File: config.mk
export PLATFORM = sky130hd
export DESIGN_NAME = bus_arbiter
export DESIGN_NICKNAME = d
export VERILOG_FILES = /design/src/rtl/bus_arbiter.sv
export SDC_FILE = /design/constraint.sdc
export NUM_CORES = 1
export LEC_CHECK = 0
export BUFFER_PORTS_ARGS = -buffer_cell sky130_fd_sc_hd__buf_2
export CORE_AREA = 2 2 124 126
export CTS_CLUSTER_SIZE = 25
export DETAILED_ROUTE_END_ITERATION = 7
export DIE_AREA = 0 0 126 128
export GPL_TIMING_DRIVEN = 0
export PLACE_DENSITY = 0.74
export REMOVE_ABC_BUFFERS = 1
export SLEW_MARGIN = 5
export SYNTH_ARGS = -nofsm -noshare
export SYNTH_HDL_FRONTEND = slang
export SYNTH_SLANG_ARGS = --single-unit
File: constraint.sdc
create_clock -name clk_i -period 2 [get_ports clk_i]
set_input_delay 0.2 -clock clk_i [delete_from_list [all_inputs] [get_ports clk_i]]
set_output_delay 0.2 -clock clk_i [all_outputs]
set_load 0.01 [all_outputs]
File: src/rtl/bus_arbiter.sv
// bus_arbiter: two-master / single-slave arbiter for the shared data-memory port.
//   Master 0 (load/store unit) and master 1 (debug/DMA loader) compete; round-robin
//   on ties, one outstanding transaction, optional response timeout.
// Ports:
//   clk_i, rstn_i              clock, asynchronous active-low reset
//   mN_req_i/we_i/addr_i/      master N request and payload (held until mN_gnt_o)
//   wdata_i/be_i
//   mN_gnt_o                   one-cycle accept pulse (combinational with s_gnt_i)
//   mN_rvalid_o                one-cycle response pulse
//   mN_rdata_o, mN_err_o       response data / timeout flag, held until next response
//   s_req_o, s_we_o, s_addr_o, slave request and latched payload
//   s_wdata_o, s_be_o
//   s_gnt_i, s_rvalid_i,       slave accept, response valid and read data
//   s_rdata_i
module bus_arbiter #(
  parameter int unsigned ADDR_W  = 32,
  parameter int unsigned DATA_W  = 32,
  parameter int unsigned TIMEOUT = 15
) (
  input  logic                clk_i,
  input  logic                rstn_i,
  input  logic                m0_req_i,
  input  logic                m0_we_i,
  input  logic [ADDR_W-1:0]   m0_addr_i,
  input  logic [DATA_W-1:0]   m0_wdata_i,
  input  logic [DATA_W/8-1:0] m0_be_i,
  output logic                m0_gnt_o,
  output logic                m0_rvalid_o,
  output logic [DATA_W-1:0]   m0_rdata_o,
  output logic                m0_err_o,
  input  logic                m1_req_i,
  input  logic                m1_we_i,
  input  logic [ADDR_W-1:0]   m1_addr_i,
  input  logic [DATA_W-1:0]   m1_wdata_i,
  input  logic [DATA_W/8-1:0] m1_be_i,
  output logic                m1_gnt_o,
  output logic                m1_rvalid_o,
  output logic [DATA_W-1:0]   m1_rdata_o,
  output logic                m1_err_o,
  output logic                s_req_o,
  output logic                s_we_o,
  output logic [ADDR_W-1:0]   s_addr_o,
  output logic [DATA_W-1:0]   s_wdata_o,
  output logic [DATA_W/8-1:0] s_be_o,
  input  logic                s_gnt_i,
  input  logic                s_rvalid_i,
  input  logic [DATA_W-1:0]   s_rdata_i
);

  localparam int unsigned BE_W  = DATA_W / 8;
  // Keep at least one counter bit so TIMEOUT=0 (disabled) still elaborates.
  localparam int unsigned CNT_W = (TIMEOUT > 0) ? $clog2(TIMEOUT + 1) : 1;

  typedef enum logic [1:0] {IDLE, REQ, RESP} state_e;

  state_e              state_q, state_d;
  logic                last_q, last_d;    // 1 = master 1 won the previous arbitration
  logic                owner_q, owner_d;
  logic                we_q, we_d;
  logic [ADDR_W-1:0]   addr_q, addr_d;
  logic [DATA_W-1:0]   wdata_q, wdata_d;
  logic [BE_W-1:0]     be_q, be_d;
  logic [CNT_W-1:0]    cnt_q, cnt_d;
  logic [1:0]          rvalid_q, rvalid_d;
  logic [DATA_W-1:0]   rdata0_q, rdata0_d, rdata1_q, rdata1_d;
  logic                err0_q, err0_d, err1_q, err1_d;

  logic                win1;
  logic                timeout_hit;

  // Master 1 wins when alone, or on a tie when master 0 won last time.
  assign win1        = m1_req_i & (~m0_req_i | ~last_q);
  assign timeout_hit = (TIMEOUT != 0) && (cnt_q == CNT_W'(TIMEOUT));

  always_comb begin
    state_d  = state_q;
    last_d   = last_q;
    owner_d  = owner_q;
    we_d     = we_q;
    addr_d   = addr_q;
    wdata_d  = wdata_q;
    be_d     = be_q;
    cnt_d    = cnt_q;
    rvalid_d = '0;
    rdata0_d = rdata0_q;
    rdata1_d = rdata1_q;
    err0_d   = err0_q;
    err1_d   = err1_q;
    unique case (state_q)
      IDLE: begin
        if (m0_req_i || m1_req_i) begin
          state_d = REQ;
          owner_d = win1;
          last_d  = win1;
          we_d    = win1 ? m1_we_i    : m0_we_i;
          addr_d  = win1 ? m1_addr_i  : m0_addr_i;
          wdata_d = win1 ? m1_wdata_i : m0_wdata_i;
          be_d    = win1 ? m1_be_i    : m0_be_i;
        end
      end
      REQ: begin
        if (s_gnt_i) begin
          state_d = RESP;
          cnt_d   = '0;
        end
      end
      RESP: begin
        // A real response in the timeout cycle takes priority over the error.
        if (s_rvalid_i || timeout_hit) begin
          state_d           = IDLE;
          rvalid_d[owner_q] = 1'b1;
          if (owner_q) begin
            rdata1_d = s_rvalid_i ? s_rdata_i : '0;
            err1_d   = ~s_rvalid_i;
          end else begin
            rdata0_d = s_rvalid_i ? s_rdata_i : '0;
            err0_d   = ~s_rvalid_i;
          end
        end else begin
          cnt_d = cnt_q + CNT_W'(1);
        end
      end
      default: state_d = IDLE;
    endcase
  end

  always_ff @(posedge clk_i or negedge rstn_i) begin
    if (!rstn_i) begin
      state_q  <= IDLE;
      last_q   <= 1'b1;
      owner_q  <= 1'b0;
      we_q     <= 1'b0;
      addr_q   <= '0;
      wdata_q  <= '0;
      be_q     <= '0;
      cnt_q    <= '0;
      rvalid_q <= '0;
      rdata0_q <= '0;
      rdata1_q <= '0;
      err0_q   <= 1'b0;
      err1_q   <= 1'b0;
    end else begin
      state_q  <= state_d;
      last_q   <= last_d;
      owner_q  <= owner_d;
      we_q     <= we_d;
      addr_q   <= addr_d;
      wdata_q  <= wdata_d;
      be_q     <= be_d;
      cnt_q    <= cnt_d;
      rvalid_q <= rvalid_d;
      rdata0_q <= rdata0_d;
      rdata1_q <= rdata1_d;
      err0_q   <= err0_d;
      err1_q   <= err1_d;
    end
  end

  assign s_req_o     = (state_q == REQ);
  assign m0_gnt_o    = s_req_o & s_gnt_i & ~owner_q;
  assign m1_gnt_o    = s_req_o & s_gnt_i &  owner_q;
  assign s_we_o      = we_q;
  assign s_addr_o    = addr_q;
  assign s_wdata_o   = wdata_q;
  assign s_be_o      = be_q;
  assign m0_rvalid_o = rvalid_q[0];
  assign m1_rvalid_o = rvalid_q[1];
  assign m0_rdata_o  = rdata0_q;
  assign m1_rdata_o  = rdata1_q;
  assign m0_err_o    = err0_q;
  assign m1_err_o    = err1_q;

endmodule

==> results.ini <==
[power]
ir_worst_vdd_v = 0.000922
p_leak_nw = 4.31
power_density_nw_per_um2 = 1580

[flow_run]
maxCapViolations = 0

[logic_synthesis]
syn_inst = 424
synth_area_leaders = dfrtp_1 57%, mux2_2 25%, a32o_1 10%
seq_area_frac_synth = 0.573
syn_area_sq_um = 6330
synth_edf_count = 0
yosysUniqueCellTypes = 29
synth.top_cell.area_share = 0.569
async_flop_share = 1.00
synth.avg_cell_area_sq_um = 14.9
ys_seq_elements = 145
synth_top_cell_by_area = dfrtp_1
ys.warnings.count = 0
ys.flop_type = dfrtp_1

[clocking]
clock-root-buffer = clkbuf_16
ctsLongestPathBuffers = 2
htreeDepth = 4
clock-sinks = 145
worstSkewPairLatency_ns = 0.42
cts_buffers = 17
clkSlewWorstSetupHoldPaths_ns = 0.06
cts_tree = built

[setup_path]
reg2reg_from = last_q
worst-r2r-cell-count = 5
crit_type = reg -> reg
cp-end-kind = flip-flop
crit_arrival_ns = 2.22
r2r-end = s_be_o[3]
start_kind = flip-flop
worstPathMaxFanout = 34
rrSetupSlack_ns = 0.09
cp.required_ns = 2.30

[placed_design]
hpwl_um = 12400
io_buffers = 315
pre_cts_ws_ns = -0.783
place.gp.congestion = 0.775

[sta]
fin_crit_ns = 1.91
max_freq_mhz = 522
grt_setup_unrepaired = false
slew_violations = 0
worstMarginPinSlew_ns = 0.944
slew_headroom = 0.368
setup_viol = 0
period_share = 0.957
finalHoldViolCount = 0
fin_skew_ns = 0.00878
setup_slack_ns = 0.0861
whs_ns = 0.0434

[detailed_routing]
firstDrtPassIters = 4
ant_nets = 0
wl_per_cell_um = 18.6
via_count = 4991
via_per_inst = 5.34
post-route-drc-count = 0
routed_wl_um = 17400
drt-initial-drc-count = 177

[final_layout]
final_nets = 911
multi_input_area_sq_um = 2530
seq_area_sq_um = 3630
area_delta_synth_final_pct = 38.4
drive_gt1_frac = 0.683
fill_cells = 1218
antenna_cells = 0

[min_path]
hold_end = m0_rdata_o[6]
hp-start = s_rdata_i[6]
whs_path_depth = 2
hold_class = in -> reg

[run_status]
status = completed

[global_route]
grt_pass1_wl_um = 26700
grtUsageTotal = 0.213
grt.overflow.total = 0
antenna_found_initial = 0
grt_max_degree = 75
grt_pass1_vias = 5155

[floorplan]
core_area_sq_um = 14900
start_util = 0.426
die_width_um = 126
pin_count = 316
die-area_sq_um = 16100
rows = 45
fp.dieH_um = 128

metal layers:
layer,GRT usage,share of wire,vias to the layer above
li1,-,-,2253
met1,0.238,0.37,2481
met2,0.377,0.52,241
met3,0.0743,0.098,16
met4,0.0769,0.013,0
met5,0,0,-
how the worst max path moves through the flow:
stage                     slack (ns)  startpoint  cells after the start            end
after floorplan                -1.16      last_q                      3    s_addr_o[0]
after global placement         -1.62      last_q                      3   s_addr_o[24]
after detailed placement       -0.78  state_q[0]                      3  m1_rdata_o[4]
after CTS                      0.002    cnt_q[0]                      4  m1_rdata_o[4]
after global routing            0.01      last_q                      5      s_be_o[3]
final                           0.09      last_q                      5      s_be_o[3]
placed cells by master (no fill, tap or decap), types with 3 or more instances in the layout:
cell / count
buf_2: 314
dfrtp_1: 143
mux2_2: 138
a32o_1: 60
clkbuf_16: 17
a21oi_1: 5
buf_12: 5
inv_1: 4
mux2i_1: 4
a32o_2: 4
inv_6: 4
clkinv_4: 4
o21ai_4: 3
nand2_1: 3
sequential cells by signal, summed over array words and instances, names as in the netlist, 2 cells and up:
register,count
s_be_o,4
s_wdata_o,32
cnt_q,4
state_q,2
s_addr_o,32
m1_rdata_o,32
rvalid_q,2
m0_rdata_o,32
power breakdown:
| group | switching [mW] | internal (mW) | total [mW] | leakage (nW) |
|---|---|---|---|---|
| Clock | 1.27 | 1.89 | 3.16 | 0.288 |
| Sequential | 0.810 | 4.37 | 5.18 | 1.77 |
| Combinational | 2.64 | 2.85 | 5.49 | 2.25 |
| Total | 4.73 | 9.10 | 13.8 | 4.31 |
repair_timing:
item | CTS | global route
pin swaps | 1 | 1
gates resized for setup | 3 | 8
setup buffers | 1 | 0
hold buffers | 2 | 0
hold endpoints to repair | 71 | 0
gates cloned | 2 | 0
endpoints found under the setup margin | 67 | 97
Yosys cell counts, drive strengths merged (2+ instances only):
master and number:
a21oi 5, a32o 64, and3 2, buf 28
clkbuf 8, dfrtp 144, inv 4, mux2 138
mux2i 4, nand2 3, nand2b 2, nand3 2
nand3b 2, nor2 3, o21ai 5
critical path, stage by stage, from the launching register on:
cell	delay [ns]
dfstp_2	0.39
a21boi_4	0.26
buf_12	0.24
buf_12	0.23
mux2_2	0.38
mux2_2	0.27
layout make-up:
type / count / area share
clock buffer: 18 / 0.0501
clock inverter: 14 / 0.0177
inverter: 4 / 0.00171
multi-input combinational: 241 / 0.289
sequential: 145 / 0.415
tap: 188 / 0.0269
timing repair buffer: 325 / 0.200
per-stage QoR:
stage	TNS (ns)	power, mW	instance area, sq um	utilization	std cells
2_1_floorplan	-91.19	8.17	6100	-	388
3_3_place_gp	-341.32	10.4	7920	0.533	891
3_5_place_dp	-33.91	10.6	8080	0.543	897
4_1_cts	0	13.9	8720	0.587	934
5_1_grt	0	14.6	8760	0.589	935
6_report	0	13.8	8760	0.589	935
cell families after synthesis:
kind of cell               share of synthesized area
AOI/OAI and AO/OA                              0.116
adders and majority gates                    0.00198
buffers and inverters                         0.0380
DFF                                            0.573
muxes                                          0.252
and+or+nand+nor                               0.0184
Power figures use the tool's default switching activity.
